===== config.mk =====
export PLATFORM = sky130hd
export DESIGN_NAME = ans_bcd_seq
export DESIGN_NICKNAME = d
export VERILOG_FILES = /design/src/rtl/ans_pkg.sv /design/src/rtl/bcd_add3_cell.sv /design/src/rtl/ans_bcd_seq.sv
export SDC_FILE = /design/constraint.sdc
export NUM_CORES = 1
export LEC_CHECK = 0
export ABC_CLOCK_PERIOD_IN_PS = 3200
export CAP_MARGIN = 20
export CORE_MARGIN = 8
export CORE_UTILIZATION = 57
export CTS_BUF_LIST = sky130_fd_sc_hd__clkbuf_4 sky130_fd_sc_hd__clkbuf_8
export DETAILED_ROUTE_END_ITERATION = 6
export GPL_ROUTABILITY_DRIVEN = 0
export PLACE_DENSITY = 0.83
export SYNTH_ARGS = -nofsm -noshare
export SYNTH_HDL_FRONTEND = slang
export SYNTH_SLANG_ARGS = --single-unit

===== constraint.sdc =====
create_clock -name clk -period 3.2 [get_ports clk]
set_clock_uncertainty 0.05 [all_clocks]
set_input_delay 0.96 -clock clk [delete_from_list [all_inputs] [get_ports clk]]
set_output_delay 0.96 -clock clk [all_outputs]
set_load 0.01 [all_outputs]

===== src/rtl/ans_pkg.sv =====
// rtl/ans_pkg.sv - shared state encoding and BCD constants for the BCD sequencer
package ans_pkg;

  // One decimal digit occupies a nibble of the accumulator.
  localparam int BCD_W = 4;

  // Digits at or above this value get corrected before the next doubling.
  localparam logic [BCD_W-1:0] ADD3_THRESH = 4'd5;
  localparam logic [BCD_W-1:0] ADD3_VAL    = 4'd3;

  typedef enum logic [1:0] {
    ST_IDLE  = 2'd0,
    ST_SHIFT = 2'd1,
    ST_DONE  = 2'd2
  } state_t;

endpackage


===== src/rtl/bcd_add3_cell.sv =====
// rtl/bcd_add3_cell.sv - double-dabble correction for one BCD digit
module bcd_add3_cell
  import ans_pkg::*;
(
  input  logic [BCD_W-1:0] din,
  output logic [BCD_W-1:0] dout
);

  // A digit of 5..9 would double past 9, so pre-add 3 to push the carry into the next digit.
  always_comb begin
    dout = din;
    if (din >= ADD3_THRESH) dout = din + ADD3_VAL;
  end

endmodule


===== src/rtl/ans_bcd_seq.sv =====
// rtl/ans_bcd_seq.sv - sequential binary-to-BCD converter with sign, blanking and overflow
module ans_bcd_seq
  import ans_pkg::*;
#(
  parameter int WIDTH  = 16,
  parameter int DIGITS = 5,
  parameter int SIGNED = 1
) (
  input  logic                    clk,
  input  logic                    rst,
  input  logic                    start,
  input  logic [WIDTH-1:0]        ans,
  output logic                    busy,
  output logic                    done,
  output logic                    sign,
  output logic [BCD_W*DIGITS-1:0] bcd,
  output logic [DIGITS-1:0]       blank,
  output logic                    ovf
);

  localparam int CNT_W = $clog2(WIDTH + 1);
  localparam int ACC_W = BCD_W * DIGITS;
  localparam logic [DIGITS-1:0] BLANK_RST = ~DIGITS'(1);

  state_t state, state_nxt;

  logic [WIDTH-1:0]  mag;
  logic [ACC_W-1:0]  acc;
  logic [ACC_W-1:0]  acc_adj;
  logic [CNT_W-1:0]  cnt;
  logic              ovf_int;
  logic              sign_int;
  logic              is_neg;
  logic [WIDTH-1:0]  mag_in;
  logic [DIGITS-1:0] blank_nxt;

  // Magnitude kept in WIDTH unsigned bits so the most negative value converts exactly.
  always_comb begin
    is_neg = (SIGNED != 0) && ans[WIDTH-1];
    mag_in = is_neg ? (~ans) + WIDTH'(1) : ans;
  end

  genvar g;
  generate
    for (g = 0; g < DIGITS; g++) begin : g_add3
      bcd_add3_cell u_cell (
        .din  (acc[g*BCD_W +: BCD_W]),
        .dout (acc_adj[g*BCD_W +: BCD_W])
      );
    end
  endgenerate

  // Leading-zero mask: a digit is blank when it and every digit above it are zero; units never blank.
  always_comb begin
    logic hi_zero;
    blank_nxt = '0;
    hi_zero   = 1'b1;
    for (int i = DIGITS - 1; i >= 1; i--) begin
      hi_zero      = hi_zero && (acc[i*BCD_W +: BCD_W] == '0);
      blank_nxt[i] = hi_zero;
    end
    if (ovf_int) blank_nxt = '0;
  end

  // State register.
  always_ff @(posedge clk) begin
    if (rst) state <= ST_IDLE;
    else     state <= state_nxt;
  end

  // Next-state and status outputs; SHIFT lingers one extra cycle at cnt==0 to publish results.
  always_comb begin
    state_nxt = state;
    busy      = 1'b1;
    done      = 1'b0;
    case (state)
      ST_IDLE: begin
        busy = 1'b0;
        if (start) state_nxt = ST_SHIFT;
      end
      ST_SHIFT: begin
        if (cnt == '0) state_nxt = ST_DONE;
      end
      ST_DONE: begin
        done      = 1'b1;
        state_nxt = ST_IDLE;
      end
      default: begin
        busy      = 1'b0;
        state_nxt = ST_IDLE;
      end
    endcase
  end

  // Datapath: capture on accept, correct-then-shift per bit, publish all results on entry to DONE.
  always_ff @(posedge clk) begin
    if (rst) begin
      mag      <= '0;
      acc      <= '0;
      cnt      <= '0;
      ovf_int  <= 1'b0;
      sign_int <= 1'b0;
      bcd      <= '0;
      sign     <= 1'b0;
      ovf      <= 1'b0;
      blank    <= BLANK_RST;
    end else begin
      case (state)
        ST_IDLE: begin
          if (start) begin
            mag      <= mag_in;
            sign_int <= is_neg;
            acc      <= '0;
            ovf_int  <= 1'b0;
            cnt      <= CNT_W'(WIDTH);
          end
        end
        ST_SHIFT: begin
          if (cnt != '0) begin
            acc     <= {acc_adj[ACC_W-2:0], mag[WIDTH-1]};
            mag     <= {mag[WIDTH-2:0], 1'b0};
            ovf_int <= ovf_int | acc_adj[ACC_W-1];
            cnt     <= cnt - CNT_W'(1);
          end else begin
            bcd   <= acc;
            sign  <= sign_int;
            ovf   <= ovf_int;
            blank <= blank_nxt;
          end
        end
        default: ;
      endcase
    end
  end

endmodule


## Word level (Yosys, flattened, before mapping)

Cells that the tools add are included.

| word-level totals | value |
|---|---|
| bits in registers | 72 |
| output and inout bits | 29 |

| cells by class | value |
|---|---|
| bitwise operators | 3 |
| reduce and logical (&&, ||, !) cells | 16 |
| $add $sub $neg | 7 |
| multiplexer cells | 24 |
| $lt $le $gt $ge | 5 |
| equal/unequal tests | 5 |

Operators by type and width:

| operator | count |
|---|---|
| 16-bit two-way mux | 3 |
| 20-bit two-way mux | 2 |
| 20-bit case mux with 2 select lines | 1 |
| 16-bit case mux with 2 select lines | 1 |
| 4-bit by 2-bit adder with 4-bit output (second input constant) | 5 |
| 4-bit by 3-bit greater-or-equal comparator with 1-bit output (second input constant) | 5 |
| 4-bit two-way mux | 5 |
| 16-bit by 1-bit adder with 16-bit output (second input constant) | 1 |
| 4-bit zero test | 4 |
| 16-bit inverter | 1 |
| 5-bit two-way mux | 3 |
| 5-bit case mux with 2 select lines | 1 |
| 2-bit != test (second input constant) | 3 |
| 2-bit AND reduction | 3 |
| 5-bit zero test | 1 |
| 5-bit nonzero test | 1 |
| 5-bit by 1-bit subtractor with 5-bit output (second input constant) | 1 |
| 1-bit two-way mux | 4 |
| 2-bit two-way mux | 2 |
| 2-bit case mux with 2 select lines | 1 |
| 1-bit logical AND | 3 |
| 3-bit AND reduction | 1 |
| 2-bit by 1-bit equality test with 1-bit output (second input constant) | 1 |
| 2-bit equality test (second input constant) | 1 |
| 6 further kinds | 6 |

## Logic depth before layout (Yosys ltp)

Gate-level depths: netlist (run 1).

| logic depth | value |
|---|---|
| depth in word-level cells | 5 |
| depth in mapped cells | 8 |

## Modules after synthesis

From an unflattened synthesis (run 1), not the netlist that was laid out.

| unflattened totals | value |
|---|---|
| cells, all modules | 483 |
| area total of the unflattened synthesis | 3736.1 um^2 |

By module, submodules not included:

| module | sequential area each (um^2) | cells an instance | area each (um^2) | times used |
|---|---|---|---|---|
| ans_bcd_seq | 1421.4 | 403 | 3229.3 | 1 |
| bcd_add3_cell | 0.0 | 16 | 101.3 | 5 |

## Worst setup path before layout (run 1)

OpenSTA, ideal clock, no wires.

| path | value |
|---|---|
| path type | input to register |
| from | in ans[9] |
| to | reg mag[12] |
| required time | 3018 ps |
| setup time | 132 ps |
| buffers on the path | 1 |
| arrival | 2438 ps |
| path slack | 580 ps |
| stages on the path | 6 |
| cells stage by stage | or4_1 buf_2 or4_4 o22a_1 o211ai_2 a21oi_1 |

| on the way | value |
|---|---|
| longest elaborated chain between the ends | 5 |

RTL lines:

| what | line | RTL |
|---|---|---|
| start, declared | ans_bcd_seq.sv:12 | `input logic [WIDTH-1:0] ans,` |
| 16-bit inverter | ans_bcd_seq.sv:40 | `mag_in = is_neg ? (~ans) + WIDTH'(1) : ans;` |
| 16-bit by 1-bit adder with 16-bit output | ans_bcd_seq.sv:40 |  |
| 16-bit two-way mux | ans_bcd_seq.sv:40 |  |
| 16-bit two-way mux | ans_bcd_seq.sv:110 | `if (start) begin` |
| 16-bit case mux with 2 select lines | ans_bcd_seq.sv:108 | `case (state)` |
| end signal, assigned | ans_bcd_seq.sv:111 | `mag <= mag_in;` |
| end signal, assigned | ans_bcd_seq.sv:121 | `mag <= {mag[WIDTH-2:0], 1'b0};` |
| end, declared | ans_bcd_seq.sv:27 | `logic [WIDTH-1:0] mag;` |

No other way between the ends. The select of a mux whose other input is x is not followed.
A chain may end at the register's enable or synchronous reset.

## Worst setup path in the final report (run 1)

| path | value |
|---|---|
| from | in ans[7] |
| to | reg mag[12] |

The elaborated chain is that of the path after synthesis.

==> results of run 1 <==
-- layer usage --
| metal | wire [microns] | vias up | part of all wire [%] | global-route usage [%] |
|---|---|---|---|---|
| met5 | 0 | - | 0 | 0 |
| met1 | 3580 | 1579 | 42 | 22.0 |
| met4 | 188 | 0 | 2.2 | 9.86 |
| met3 | 483 | 15 | 5.6 | 4.49 |
| met2 | 4330 | 75 | 50 | 33.6 |
| li1 | - | 1677 | - | - |
-- power breakdown --
group	switching (mW)	total (mW)	internal, mW
registers	0.0915	1.12	1.03
clock network	0.341	0.969	0.628
logic	0.787	1.25	0.464
total	1.22	3.34	2.12
-- placed cells by master, fill, tap and decap left out, types with 6 or more instances in the layout --
cell              n
clkdlybuf4s50_1  45
xnor2_1          14
nand2_1          84
clkbuf_8         10
nor3_1           14
nor2_1           31
xor2_1            6
nand3_1          13
nand2b_1         10
inv_1            19
o21ai_0          21
a21o_1            7
dfxtp_1          71
buf_4            15
ha_1             20
o211ai_1          8
a21oi_1          56
a22oi_1          11
-- cells by family (layout without fill, tap and decap cells) --
kind of cell | Yosys count | in the layout | synth area share, %
xor gates and xnor gates | 20 | 20 | 4.85
buffers and inverters | 46 | 98 | 4.95
other | 1 | 1 | 0.104
adders and majority gates | 20 | 20 | 6.93
muxes | 5 | 5 | 1.42
and+or+nand+nor | 172 | 172 | 21.6
AOI/OAI and AO/OA | 124 | 124 | 20.8
DFF | 71 | 71 | 39.4
-- tightest hold or removal path, stage by stage (launching register included) --
cell	delay (ns)
dfxtp_1	0.31
nand2_1	0.05
a21oi_1	0.05
-- area by class of cell --
cell class	count	area, sq um
clock buffers	11	145
multi-input cells	342	2010
flip-flops and latches	71	1420
repair buffers	62	579
inverters	20	75.1
clock inverters	5	129
fillers	500	1780
well taps	77	96.3
-- registers in the layout, summed over array words and instances (netlist names) --
name      count
cnt           5
ovf           1
state         2
mag          16
bcd          20
blank         4
sign          1
sign_int      1
acc          20
ovf_int       1
-- final timing paths --
check,to,start,slack [ns],cells after the start
setup / recovery,mag[12],ans[7],0.51,6
hold / removal,mag[12],mag[12],0.40,2
setup reg to reg,acc[15],state[1],1.00,9
hold reg to reg,mag[12],mag[12],0.40,2
==> out/results.tsv, run 1 <==
stage	metric	value	unit
pwr	ir_drop	812	uV
clocking	numCtsBuffers	9	
sta	tightest_slew	0.559	ns
sta	slew_headroom	62.2	%
yosys	synth_top_area_share	39.4	%
placement	dp.cells	571	
clocking	clkTransAtPathRegs	0.06	ns
yosys	ys_ff_latch	71	
flow_run	max_cap_viol_count	0	
global_routing	overflow	0	
sta	finalHoldViolations	0	
outcome	status	finished, final reports clean	
global_routing	antenna_found_initial	0	
placement	post_dp_cell_area	0.00418	sq mm
cells_and_area	nets	545	
clocking	clkLatencyLatePin	0.35	ns
critical_path	critical_path_buf_inv_count	1	
clocking	hold_buffers	0	
clocking	root_buffer	clkbuf_8	
sta	period_needed	2.69	ns
cells_and_area	final_util	71.5	%
hold_path	hp-class	reg2reg	
detailed_routing	first_iter_violations	235	
floorplan	core_area	0.00624	sq mm
sta	min_period_over_period	84.0	%
global_routing	grt_pass1_vias	3147	
yosys	yosysUniqueCellTypes	45	
floorplan	io_pins	48	
sta	fin_tns_setup	0	ns
cells_and_area	drive_above_1_share	7.83	%
yosys	synth_warnings	0	
critical_path	worstPathArrival	2.87	ns
yosys	synth_largest_area_cell	dfxtp_1	
yosys	synth_nets	498	
yosys	ys_top_cells_by_count	84 x nand2_1, 71 x dfxtp_1, 56 x a21oi_1	
detailed_routing	drcViolationCount	0	
floorplan	die_area	0.00914	sq mm
sta	rsz0062_at_grt	no	
placement	portBuffers	46	
pwr	power_density	749	mW/mm^2
yosys	synthArstFlopShare	0	%
cells_and_area	finalNonFillerCells	588	
global_routing	grt_pass1_wl	14100	microns
yosys	syn_avg_cell_area	7.87	sq um
sta	setup_viol	0	
placement	post-dp-hpwl	5970	microns
pwr	power	3.34	mW
critical_path	slowest_delay	0.56	ns
critical_path	critPathSlowestCell	or4_1	
cells_and_area	antenna_cells	0	
critical_path	path_cells	clkdlybuf4s50_1 -> or4_1 -> or4_4 -> o22a_1 -> o211ai_2 -> a21oi_1	
critical_path	cp.required	3.38	ns
detailed_routing	viasPerCell	5.69	
yosys	synth.area.top_cells	dfxtp_1 39%, nand2_1 8.7%, a21oi_1 7.8%, ha_1 6.9%, xnor2_1 3.4%	
critical_path	startpoint_type	primary input	
clocking	cts_tree	done	
critical_path	cp_top_family	simple AND/OR/NAND/NOR gates	
critical_path	cp_max_fo	4	
clocking	cts_resized	0	
placement	place_ws	0.153	ns
clocking	cts_setup_buffers	0	
detailed_routing	vias	3346	
clocking	clockBufferDepth	2	
floorplan	fp.dieW	95.6	microns
detailed_routing	wl_per_cell	14.6	microns
yosys	syn_area	0.00361	sq mm
detailed_routing	first_pass_iters	5	
pwr	power_leakage	1.63	nW
clocking	ctsHtreeMaxLevel	3	
floorplan	start_util	57.9	%
yosys	yosysMostFrequentCell	nand2_1	
floorplan	num_rows	29	
sta	fin_ws	0.513	ns
detailed_routing	wirelength	8580	microns
global_routing	grt_max_degree	41	
floorplan	fp.dieH	95.6	microns
yosys	synth_edf_count	0	
yosys	netlist_instances	459	
yosys	synth-seq-area-share	39.4	%
yosys	synth_flop_cell	dfxtp_1	
critical_path	path_class	in2reg	
clocking	clock_sinks	71	
global_routing	grtUsageTotal	19.5	%
cells_and_area	final_cell_area	0.00446	sq mm
cells_and_area	area_growth	23.5	%
detailed_routing	postRouteAntennaNets	0	
sta	maxSlewViolCount	0	
sta	hold_slack	0.402	ns
critical_path	endpoint_kind	flop	
sta	fmax	372	MHz
Note: power is estimated with default switching activity, not from simulation.
==> run 2: changes to the inputs <==
ABC_CLOCK_PERIOD_IN_PS = 2200   (was 3200)
CORE_UTILIZATION = 51   (was 57)
PLACE_DENSITY = 0.79   (was 0.83)
clock period = 2.2 ns   (was 3.2 ns; I/O delays follow)
==> out/results.tsv, run 2 (synthesized netlist as in run 1, its figures left out) <==
stage	metric	value	unit	change
outcome	status	finished, final reports clean		
detailed_routing	vias	3415		+2.1%
sta	period_needed	2.18	ns	
critical_path	critical_path_buf_inv_count	1		unchanged
detailed_routing	drcViolationCount	0		unchanged
global_routing	grt_max_degree	52		+27%
pwr	clockPowerShare	23.6	%	-5.4 points
critical_path	worstReg2RegEnd	blank[1]		
critical_path	cp_top_family	simple AND/OR/NAND/NOR gates		
clocking	root_buffer	clkbuf_8		
detailed_routing	first_iter_violations	176		-25%
critical_path	worstPathArrival	2.37	ns	-0.50 ns
placement	post-dp-hpwl	6210	microns	+4.0%
placement	place_ws	-0.462	ns	-0.615 ns
cells_and_area	finalNonFillerCells	632		+7.5%
detailed_routing	wirelength	8970	microns	+4.5%
sta	slew_headroom	59.6	%	-2.6 points
critical_path	worstRegToRegCells	7		-2
cells_and_area	nets	571		+4.8%
floorplan	io_pins	48		unchanged
sta	maxSlewViolCount	0		unchanged
global_routing	grt_pass1_wl	15000	microns	+6.2%
clocking	clock_sinks	71		unchanged
global_routing	antenna_found_initial	0		unchanged
pwr	power_leakage	1.78	nW	+8.9%
cells_and_area	final_util	68.9	%	-2.6 points
clocking	clkTransAtPathRegs	0.08	ns	+0.02 ns
global_routing	overflow	0		unchanged
sta	fmax	458	MHz	
cells_and_area	final_cell_mix	84 x nand2_1, 71 x dfxtp_1, 56 x a21oi_1		
cells_and_area	num-fill-cells	565		+13%
clocking	clkLatencyLatePin	0.35	ns	about the same
clocking	cts_tree	done		
hold_path	min_from	bcd[12]		
clocking	numCtsBuffers	9		unchanged
clocking	clockBufferDepth	2		unchanged
floorplan	fp.dieH	100	microns	+4.8%
pwr	p_sw	1.82	mW	+49%
cells_and_area	drive_above_1_share	14.0	%	+6.2 points
sta	fin_tns_setup	0	ns	unchanged
sta	tightest_slew	0.598	ns	+0.0384 ns
critical_path	r2r-start	cnt[0]		
floorplan	start_util	52.9	%	-5.0 points
placement	portBuffers	46		unchanged
critical_path	slowest_delay	0.57	ns	about the same
sta	fin_ws	0.0182	ns	-0.495 ns
pwr	power_density	1020	mW/mm^2	+36%
pwr	intPower	2.98	mW	+40%
critical_path	reg2reg_slack	0.17	ns	-0.83 ns
cells_and_area	antenna_cells	0		unchanged
detailed_routing	postRouteAntennaNets	0		unchanged
pwr	p_sw_share	38.0	%	+1.5 points
floorplan	die_area	0.0100	sq mm	+9.8%
cells_and_area	area_growth	30.4	%	
cells_and_area	seqCellArea	0.00142	sq mm	unchanged
critical_path	cp.required	2.39	ns	-0.99 ns
critical_path	path_class	in2reg		
flow_run	max_cap_viol_count	0		unchanged
detailed_routing	first_pass_iters	5		unchanged
pwr	ir_drop	1020	uV	+26%
global_routing	grt_pass1_vias	3301		+4.9%
sta	setup_viol	0		unchanged
sta	min_period_over_period	99.2	%	
floorplan	num_rows	30		+3.4%
pwr	seq_power_share	34.1	%	+0.6 points
clocking	cts_setup_buffers	0		unchanged
floorplan	fp.dieW	100	microns	+4.8%
clocking	hold_buffers	0		unchanged
detailed_routing	wl_per_cell	14.2	microns	-2.8%
floorplan	core_area	0.00683	sq mm	+9.5%
global_routing	grtUsageTotal	18.2	%	-1.3 points
critical_path	endpoint	mag[10]		
critical_path	setup.worst_path.start	ans[4]		
critical_path	endpoint_kind	flop		
detailed_routing	viasPerCell	5.40		-5.0%
hold_path	hp-class	reg2reg		
pwr	combPwrFrac	42.3	%	+4.9 points
critical_path	critPathSlowestCell	or4_4		
placement	dp.cells	617		+8.1%
cells_and_area	multi_input_area	0.00208	sq mm	+3.4%
cells_and_area	reg.largest.list	acc x20, bcd x20, mag x16		
clocking	ctsHtreeMaxLevel	3		unchanged
critical_path	path_depth	6		unchanged
sta	finalHoldViolations	0		unchanged
cells_and_area	layout_commonest_cell	nand2_1		
critical_path	cp_max_fo	2		-2
critical_path	startpoint_type	primary input		
critical_path	path_cells	clkdlybuf4s50_1 -> or4_4 -> o31ai_2 -> xnor2_1 -> a211oi_2 -> nor4_1		
==> run 2: layout make-up <==
cell class,instances,share of cell area (%)
Timing Repair Buffer,88,16.9
Sequential cell,71,30.2
Inverter,20,1.59
Multi-Input combinational cell,342,44.2
Clock inverter,5,1.75
Tap cell,96,2.55
Clock buffer,10,2.79
==> run 2: what timing repair did <==
action	in CTS	in global routing
pin swaps	5	2
gates resized for setup	8	11
endpoints found under the setup margin	7	18
gates cloned	0	0
==> run 2: tightest hold or removal path, delay by kind of cell, from the launching register on <==
| kind | cells | cell delay (ns) |
|---|---|---|
| flops | 1 | 0.31 |
| compound gates | 1 | 0.05 |
| simple gates | 1 | 0.05 |
==> run 2: worst min-delay path by stage <==
stage | slack, ns | endpoint | cells past startpoint
final | 0.40 | bcd[12] | 2
after global routing | 0.42 | bcd[19] | 2
after CTS | 0.41 | bcd[13] | 2
after floorplan | 0.38 | mag[3] | 2
after detailed placement | 0.40 | bcd[13] | 2
after global placement | 0.39 | mag[3] | 2
==> run 2: power by group through the flow <==
stage / clock network (mW) / logic (mW) / registers (mW)
after floorplan: 0 / 1.20 / 1.64
after global placement: 0 / 1.93 / 1.64
after detailed placement: 0 / 1.98 / 1.65
after CTS: 1.15 / 1.99 / 1.63
after global routing: 1.21 / 2.24 / 1.66
final: 1.13 / 2.03 / 1.64
==> run 2: per-layer routing <==
metal  track usage (%)  share of wire, %  vias to the layer above
met3              5.19               7.1                       14
li1                  -                 -                     1731
met4              6.51               2.0                        0
met2              30.4                49                       91
met5                 0                 0                        -
met1              21.7                41                     1579
==> run 2: metrics by stage <==
stage / power [mW] / cell area, sq um / hold slack [ns]
6_report: 4.80 / 4710 / 0.403
5_1_grt: 5.11 / 4710 / 0.420
4_1_cts: 4.78 / 4650 / 0.406
3_5_place_dp: 3.63 / 4430 / 0.396
3_3_place_gp: 3.58 / 4430 / 0.391
2_1_floorplan: 2.83 / 3620 / 0.381
==> run 3: changes to the inputs <==
CELL_PAD_IN_SITES_DETAIL_PLACEMENT = 1   (was not set)
CELL_PAD_IN_SITES_GLOBAL_PLACEMENT = 1   (was not set)
CORE_UTILIZATION = 37   (was 51)
CTS_BUF_LIST = not set   (was sky130_fd_sc_hd__clkbuf_4 sky130_fd_sc_hd__clkbuf_8)
PLACE_DENSITY = 0.77   (was 0.79)
==> out/results.tsv, run 3 (synthesized netlist as in run 1, its figures left out) <==
stage	metric	value	unit	change
detailed_routing	first_iter_violations	144		-18%
critical_path	path_class	in2reg		
floorplan	start_util	37.5	%	-15 points
global_routing	grtUsageMet3	2.78	%	-2.4 points
sta	maxSlewViolCount	0		unchanged
floorplan	core_area	0.00964	sq mm	+41%
outcome	status	finished, final reports clean		
sta	period_needed	2.16	ns	-0.0194 ns
global_routing	overflow	0		unchanged
floorplan	fp.dieH	115	microns	+15%
cells_and_area	layout_commonest_cell	nand2_1		
global_routing	grt_max_degree	53		+1.9%
floorplan	io_pins	48		unchanged
detailed_routing	first_pass_iters	4		-1
placement	post-dp-hpwl	7550	microns	+22%
detailed_routing	viasPerCell	5.17		-4.3%
floorplan	die_area	0.0132	sq mm	+31%
cells_and_area	final_util	49.4	%	-20 points
critical_path	startpoint_type	primary input		
detailed_routing	drcViolationCount	0		unchanged
detailed_routing	wirelength	10500	microns	+17%
global_routing	grtUsageTotal	15.9	%	-2.4 points
cells_and_area	area_growth	31.8	%	
hold_path	hp-class	reg2reg		
pwr	power_leakage	1.82	nW	+2.2%
detailed_routing	vias	3474		+1.7%
global_routing	grt_pass1_vias	3545		+7.4%
cells_and_area	reg.largest.list	acc x20, bcd x20, mag x16		
global_routing	antenna_found_initial	0		unchanged
critical_path	cp_max_fo	2		unchanged
clocking	clkLatencyLatePin	0.34	ns	about the same
clocking	root_buffer	clkbuf_8		
clocking	cts_tree	done		
global_routing	busiest_layer	met2		
clocking	numCtsBuffers	9		unchanged
sta	setup_viol	0		unchanged
sta	min_period_over_period	98.3	%	-0.88 points
clocking	ctsHtreeMaxLevel	3		unchanged
detailed_routing	postRouteAntennaNets	0		unchanged
sta	fmax	462	MHz	+0.90%
global_routing	grt_pass1_wl	16900	microns	+13%
critical_path	endpoint_kind	flop		
cells_and_area	final_cell_mix	84 x nand2_1, 71 x dfxtp_1, 55 x a21oi_1		
critical_path	cp.required	2.38	ns	about the same
sta	tightest_slew	0.495	ns	-0.103 ns
cells_and_area	drive_above_1_share	15.6	%	+1.6 points
critical_path	worstPathArrival	2.34	ns	-0.03 ns
floorplan	num_rows	36		+20%
sta	fin_tns_setup	0	ns	unchanged
sta	slew_headroom	66.5	%	+6.9 points
cells_and_area	antenna_cells	0		unchanged
cells_and_area	multi_input_area	0.00211	sq mm	+1.1%
global_routing	grt_use_met1	18.8	%	-2.9 points
pwr	ir_drop	649	uV	-37%
global_routing	grt_use_met2	27.9	%	-2.5 points
clocking	clockBufferDepth	2		unchanged
clocking	clkTransAtPathRegs	0.08	ns	about the same
flow_run	max_cap_viol_count	0		unchanged
pwr	power_density	989	mW/mm^2	-2.9%
floorplan	fp.dieW	115	microns	+15%
clocking	clock_sinks	71		unchanged
placement	place_ws	-0.497	ns	-0.0350 ns
sta	fin_ws	0.0377	ns	+0.0194 ns
detailed_routing	wl_per_cell	15.6	microns	+10%
cells_and_area	nets	573		+0.35%
cells_and_area	num-fill-cells	1219		+120%
placement	portBuffers	46		unchanged
cells_and_area	seqCellArea	0.00142	sq mm	unchanged
sta	finalHoldViolations	0		unchanged
[run 3: changes by cell type in the layout (fill, tap and decap cells not counted), moves of 2 or more]
cell / before / now
dlymetal6s2s_1: 1 / 6
clkbuf_8: 9 / 11
bufinv_16: 2 / 0
clkdlybuf4s15_1: 2 / 0
buf_4: 40 / 42
clkbuf_2: 0 / 2
clkdlybuf4s50_1: 39 / 34
inv_1: 19 / 16
inv_2: 0 / 3
clkbuf_1: 0 / 2
o31ai_2: 2 / 0
[run 3: per-layer routing]
layer / wire [microns] / up-vias
li1: - / 1730
met1: 4770 / 1682
met2: 5230 / 47
met3: 319 / 15
met4: 171 / 0
met5: 0 / -
[run 3: worst paths after layout]
check	start	slack [ns]	cells after the start	to
max reg2reg	state[0]	0.17	8	mag[14]
min reg2reg	ovf	0.40	2	ovf
min	ovf	0.40	2	ovf
max	ans[7]	0.04	6	mag[12]
[run 3: worst max-delay path, stage by stage]
cell	delay [ns]
dlygate4sd2_1	0.26
or4_4	0.43
or4_4	0.53
o22a_1	0.23
o211ai_2	0.15
a21oi_2	0.08
[run 3: power breakdown]
group	leakage (nW)	internal (mW)	switching [mW]	total, mW
clock	0.0894	0.469	0.490	0.959
sequential	0.576	1.50	0.146	1.64
combinational	1.15	0.835	1.27	2.11
total	1.82	2.80	1.91	4.71
[run 3: cell type report]
class / instances / area share [%]
tap: 133 / 3.50
sequential: 71 / 29.9
multi-input combinational: 342 / 44.2
inverter: 20 / 1.58
clock inverter: 3 / 0.368
timing repair buffer: 90 / 17.1
clock buffer: 13 / 3.34
[run 3: timing repair]
| item | CTS | global route |
|---|---|---|
| buffers inserted | 1 | 0 |
| pin swaps | 5 | 9 |
| setup endpoints to repair | 6 | 12 |
| gates resized for setup | 12 | 23 |
| hold buffers | 0 | 0 |
[run 3: through the flow]
step                      hold slack [ns]  area, sq um  cells  power, mW
after detailed placement            0.395         4490    656       3.72
after global routing                0.423         4760    672       5.02
after floorplan                     0.381         3620    459       2.83
after global placement              0.388         4490    656       3.64
final                               0.405         4760    672       4.71
after CTS                           0.406         4690    673       4.70
